--- src/rtl/fetch_unit.sv ---
// fetch_unit: instruction fetch with 2-entry decode queue, redirect/HALT handling and PC nextPC/change drive; define FETCH_CNT_EN to enable the fetch_cnt pop counter
module fetch_unit #(
  parameter logic [3:0] HALT_OPCODE = 4'hF
) (
  input  logic        clk,
  input  logic        reset,
  input  logic [15:0] pc_in,
  output logic [15:0] next_pc,
  output logic        change,
  output logic [15:0] imem_addr,
  input  logic [15:0] imem_rdata,
  input  logic        redirect_valid,
  input  logic [15:0] redirect_target,
  output logic        if_valid,
  output logic [15:0] if_instr,
  output logic [15:0] if_pc,
  input  logic        id_ready,
  output logic        halted,
  output logic [15:0] fetch_cnt
);
  typedef enum logic {RUN, HALTED} state_t;
  state_t state;
  logic [15:0] q_instr [2];
  logic [15:0] q_pc [2];
  logic [1:0] occ;
  logic inflight;
  logic [15:0] tag;
  logic pop, push, halt_push, issue, wr_idx;
  assign if_valid = occ != 2'd0;
  assign if_instr = q_instr[0];
  assign if_pc = q_pc[0];
  assign pop = if_valid && id_ready;
  assign push = inflight && !redirect_valid;
  assign halt_push = push && imem_rdata[15:12] == HALT_OPCODE;
  assign issue = state == RUN && !redirect_valid && !halt_push &&
                 ({1'b0, occ} + {2'b0, inflight} < 3'd2 + {2'b0, pop});
  assign change = !reset && (redirect_valid || issue);
  assign next_pc = redirect_valid ? redirect_target : pc_in + 16'd1;
  assign imem_addr = pc_in;
  assign halted = state == HALTED;
  assign wr_idx = occ[0] ^ pop;
  always_ff @(posedge clk)
    if (reset) begin
      state <= RUN;
      occ <= 2'd0;
      inflight <= 1'b0;
      tag <= 16'h0;
      q_instr[0] <= 16'h0;
      q_instr[1] <= 16'h0;
      q_pc[0] <= 16'h0;
      q_pc[1] <= 16'h0;
    end else begin
      inflight <= issue;
      if (issue) tag <= pc_in;
      state <= redirect_valid ? RUN : halt_push ? HALTED : state;
      occ <= redirect_valid ? 2'd0 : occ + {1'b0, push} - {1'b0, pop};
      if (pop) begin
        q_instr[0] <= q_instr[1];
        q_pc[0] <= q_pc[1];
      end
      if (push) begin
        q_instr[wr_idx] <= imem_rdata;
        q_pc[wr_idx] <= tag;
      end
    end
`ifdef FETCH_CNT_EN
  logic [15:0] cnt;
  always_ff @(posedge clk)
    if (reset) cnt <= 16'h0;
    else if (pop && cnt != 16'hFFFF) cnt <= cnt + 16'd1;
  assign fetch_cnt = cnt;
`else
  assign fetch_cnt = 16'h0000;
`endif
endmodule

--- config.mk ---
export PLATFORM = sky130hd
export DESIGN_NAME = fetch_unit
export DESIGN_NICKNAME = d
export VERILOG_FILES = /design/src/rtl/fetch_unit.sv
export SDC_FILE = /design/constraint.sdc
export NUM_CORES = 1
export LEC_CHECK = 0
export BUFFER_PORTS_ARGS = -buffer_cell sky130_fd_sc_hd__buf_4
export CAP_MARGIN = 20
export CORE_UTILIZATION = 45
export DETAILED_ROUTE_END_ITERATION = 10
export GPL_TIMING_DRIVEN = 0
export HOLD_SLACK_MARGIN = 0.06
export PLACE_DENSITY = 0.71
export SLEW_MARGIN = 20
export SYNTH_ARGS = -nofsm -noshare
export SYNTH_HDL_FRONTEND = slang
export SYNTH_SLANG_ARGS = --single-unit
--- constraint.sdc ---
create_clock -name clk -period 2 [get_ports clk]
set_input_delay 0 -clock clk [delete_from_list [all_inputs] [get_ports clk]]
set_output_delay 0 -clock clk [all_outputs]
set_load 0.05 [all_outputs]
* Yosys cells after proc, flatten, opt, wreduce, memory -nomap -nowiden
Memory sizes are Yosys's and may differ from the RTL's.
Index checks and enable logic that the tools add are counted.
** Operators by class
- Muxes and demuxes :: 17
- Equality and inequality tests :: 1
- Add/subtract/negate cells :: 5
- Bitwise logic cells :: 4
- Reduce and logical (&&, ||, !) cells :: 15
- Order comparisons :: 1
** Operators with widths (number)
- $mux 16 :: 5
- $reduce_or 16->1 :: 2
- $add 16x1->16 const B :: 1
- $mux 1 :: 12
- $logic_and 1x1->1 :: 7
- $eq 4x4->1 const B :: 1
- $add 2x1->3 :: 1
- $add 2x1->3 const A :: 1
- $logic_not 1->1 :: 3
- $lt 3x3->1 :: 1
- $add 2x1->2 :: 1
- $or 1x1->1 :: 2
- $reduce_bool 2->1 :: 1
- $reduce_or 2->1 :: 1
- $sub 2x1->2 :: 1
- $logic_or 1x1->1 :: 1
- $not 1->1 :: 1
- $xor 1x1->1 :: 1
** Storage, ports and cells
- Memory bits (writable) :: 64
- Flip-flop bits (word level) :: 20
- Memories :: 2
- Logic and storage cells :: 49
- Bits of input ports :: 52
** Memory list
- q_instr :: words 2, bits a word 16, read ports 2, clocked after Yosys merged registers in 0, wr ports 2, line 23 : logic [15:0] q_instr [2];
- q_pc :: words 2, bits a word 16, read ports 2, clocked after Yosys merged registers in 0, wr ports 2, line 24 : logic [15:0] q_pc [2];

* Depth between registers and ports, before layout
- Depth after elaboration :: 8
- Mapped depth :: 9
- Depth with buffers taken out :: 8

* Worst setup path after synthesis
No wires, ideal clock.
- Path type :: reg2reg
- Start point :: reg occ[0]
- End point :: mem q_instr[0][0] (enable)
- Library setup time :: 0.390 ns
- Stages on the path, launching flop included :: 5
- Buffers on the path :: 1
- Data arrival time :: 1.607 ns
- Slack :: 0.004 ns
- Required time :: 1.610 ns
- Clock period less this slack :: 1.996 ns
- Cell sequence :: dfxtp_1 nand3b_1 and4_1 buf_2 or3_1
** RTL lines
- start, declared :: line 25 : logic [1:0] occ;
- start signal, assigned :: line 56 : occ <= redirect_valid ? 2'd0 : occ + {1'b0, push} - {1'b0, pop};
- end, declared :: line 23

* Final worst setup path
- Start point :: reg occ[0]
- End point :: out change
** On the way
- Word-level cells in the longest chain between the ends :: 7
- Elaborated cells on any way between the ends :: 8
** RTL lines
- $reduce_bool 2->1 :: line 29 : assign if_valid = occ != 2'd0;
- $logic_and 1x1->1 :: line 32 : assign pop = if_valid && id_ready;
- $add 2x1->3 :: line 36 : ({1'b0, occ} + {2'b0, inflight} < 3'd2 + {2'b0, pop});
- $lt 3x3->1 * :: line 36
- $logic_and 1x1->1 * :: line 35 : assign issue = state == RUN && !redirect_valid && !halt_push &&
- $logic_or 1x1->1 * :: line 37 : assign change = !reset && (redirect_valid || issue);
- $logic_and 1x1->1 * :: line 37
- end, declared :: line 9 : output logic change,
Mark *: on every way between the ends. The rest lies on a longest branch, timed or not.

==> flow_metrics.tcl <==
set metrics [dict create \
    status "completed" \
    yosys.area.top_type "edfxtp_1" \
    cts_max_level 3 \
    powerDensity_mw_per_mm2 694 \
    synth_ff_type "edfxtp_1" \
    rr_startpoint "occ[1]" \
    grt_setup_unrepaired "yes" \
    cap_viol_max_count 0 \
    r2r_setup_slack_ps 130 \
    dieArea_mm2 0.00983 \
    grt_pass1_wl_mm 15.5 \
    ys_types 36 \
    dpl.hpwl_mm 6.74 \
    startpoint "occ[0]" \
    cts_inserted_buffers 9 \
    endpoint "change" \
    setup.worst_path.start_class "flop" \
    async_flop_share 0 \
    drive_gt1_frac 0.298 \
    cp.depth 7 \
    cp_top_family "adder cells" \
    cpMostUsedCell "ha_1" \
    crit_path_max_fanout 6 \
    ys_seq_area_frac 0.547 \
    fillerInstances 733 \
    setup_violations 0 \
    fp-row-count 35 \
    reg2regPathDepth 5 \
    synth-seq-cells 84 \
    worst_ep_required_time_ps 2000 \
    clock_path_buffers 2 \
    holdWs_ps 248 \
    clk_pin_slew_worst_paths_ps 80 \
    io_pins 135 \
    finalHoldViolCount 0 \
    max_freq_ghz 0.522 \
    rr_endpoint "q_instr[0][2]" \
    synth_most_common_cell "nand2_1" \
    clock-sinks 84 \
    maxSlewViolCount 0 \
    grt_max_degree 33 \
    num_vias 3441 \
    layout.cells.non_filler 712 \
    synth_top_cells_by_count "nand2_1 (81), edfxtp_1 (64), o21ai_0 (47)" \
    grt_pass1_vias 3348 \
    dr.pass1.iters 4 \
    min_period_ps 1920 \
    n_antenna_cell 0 \
    post-route-period-util 0.958 \
    post_drt_wl_per_cell_um 13.7 \
    vdd_drop_max_mv 0.332 \
    synthTopCellsByArea "edfxtp_1 (45%), dfxtp_1 (9.4%), nand2_1 (7.2%)" \
    coreArea_mm2 0.00920 \
    clk_latency_ps 350 \
    yosysWarningCount 0 \
    area_growth_pct 39.0 \
    die_w_um 99.2 \
    fin_worst_skew_ps 7.94 \
    clock-root-buffer "clkbuf_8" \
    drt_iter0_drc 156 \
    fin_nets 653 \
    die_h_um 99.2 \
    cp_slowest_stage_delay_ps 360 \
    synth_area_mm2 0.00425 \
    syn-instance-count 417 \
    path_cells "ha_1 > ha_1 > o21ai_0 > and3_1 > buf_12 > o21ba_2 > buf_6" \
    synth_edf_count 64 \
    gp_congestion 0.709 \
    p_leak_nw 2.49 \
    synth_area_per_cell_um2 10.2 \
    placed_cells 661 \
    drc_errors 0 \
    slowest_stage "dfxtp_4" \
    start_util 0.462 \
    path_class "flop to output pin" \
    port_buffers 118 \
    arrival_ps 1920 \
    min-delay-path-class "input pin to flop" \
    antenna_found_initial 0 \
    overflow 0 \
    wl_mm 9.74 \
    synth_top_area_frac 0.452 \
    end_kind "output pin" \
    worst-path-buf-inv 2 \
    tritoncts "built" \
    antenna_left 0 \
    viasPerCell 4.83 \
    grt_use_total 0.203 \
]
## power by group
part           internal [mW]  total (mW)  switching [mW]
sequential              1.96        2.00          0.0395
clock                  0.570        1.17           0.596
combinational          0.343       0.935           0.592
total                   2.87        4.10            1.23
## routing by layer
metal	track usage	vias to the layer above	wire (um)	part of all wire
met4	0.0860	0	175	0.018
met3	0.0506	15	653	0.067
met2	0.344	148	4600	0.47
li1	-	1725	-	-
met1	0.248	1553	4310	0.44
met5	0	-	0	0
## registers in the layout, summed over array words and instances, names as in the netlist
name	flops
tag	16
q_instr	32
q_pc	32
occ	2
halted	1
inflight	1
## cells by family (layout without fill, tap and decap cells)
group           count (synthesis)  in the layout  share of synthesized area
simple gates                  184            184                      0.220
flops                          84             84                      0.547
buf+inv                        60            229                     0.0834
compound gates                 52             52                     0.0651
mux                            17             17                     0.0404
xor+xnor                       14             14                     0.0289
fa+ha+maj                       5              5                     0.0147
other cells                     1             16                   0.000883
## what timing repair did
| item | 4_1_cts | 5_1_grt |
|---|---|---|
| endpoints found under the setup margin | 65 | 4 |
| hold buffers | 34 | 0 |
| setup buffers | 0 | 2 |
| endpoints found under the hold margin | 50 | 0 |
| pin swaps | 0 | 1 |
| gates resized for setup | 5 | 7 |
## layout make-up
type | instances | area, um2 | share of cell area
tap | 111 | 139 | 0.0235
buffer | 54 | 340 | 0.0576
clock inverter | 7 | 67.6 | 0.0114
multi-input combinational | 288 | 1640 | 0.278
sequential | 84 | 2330 | 0.394
clock buffer | 9 | 124 | 0.0210
timing repair buffer | 154 | 1240 | 0.211
inverter | 5 | 18.8 | 0.00318
## placed cells by master, fill, tap and decap left out, types with 3 or more instances in the layout
master	netlist	routed
ha_1	5	5
dlygate4sd3_1	0	34
conb_1	1	16
inv_1	5	5
buf_4	34	151
nor3_1	7	7
and2_1	33	33
clkbuf_1	19	18
nand2_1	81	80
nor2_1	6	6
nand3_1	4	4
nand4_1	3	3
clkbuf_8	0	9
xnor2_1	12	12
o21ai_0	47	47
nor4_1	4	3
dfxtp_1	20	18
edfxtp_1	64	64
nand2b_1	32	32
mux2i_1	16	16
## worst register-to-register path, stage by stage, from the launching register on
cell and delay (ps):
dfxtp_1 420, o21ai_0 170, nor2_1 400, clkbuf_1 450, nand2_1 110, o21ai_0 170
## through the flow
stage | power [mW] | setup WS (ps) | area, um2 | utilization | TNS [ps]
finish | 4.10 | 84.5 | 5910 | 0.642 | 0
global route | 4.25 | -7.45 | 5910 | 0.642 | -10.5
CTS | 4.12 | -33.4 | 5870 | 0.638 | -33.4
detailed placement | 2.91 | -63.7 | 5330 | 0.580 | -1970
global placement | 2.90 | -386 | 5330 | 0.579 | -12320
floorplan | 2.62 | 3.58 | 4300 | - | 0
## worst min path at each step
stage	start	endpoint	slack (ps)	depth (start not counted)
floorplan	pc_in[3]	tag[3]	160	2
global placement	imem_rdata[3]	q_instr[0][3]	290	3
detailed placement	imem_rdata[5]	q_instr[0][5]	290	3
CTS	redirect_valid	tag[6]	270	5
global route	redirect_valid	inflight	250	5
finish	redirect_valid	inflight	250	5
Power figures use the tool's default switching activity.
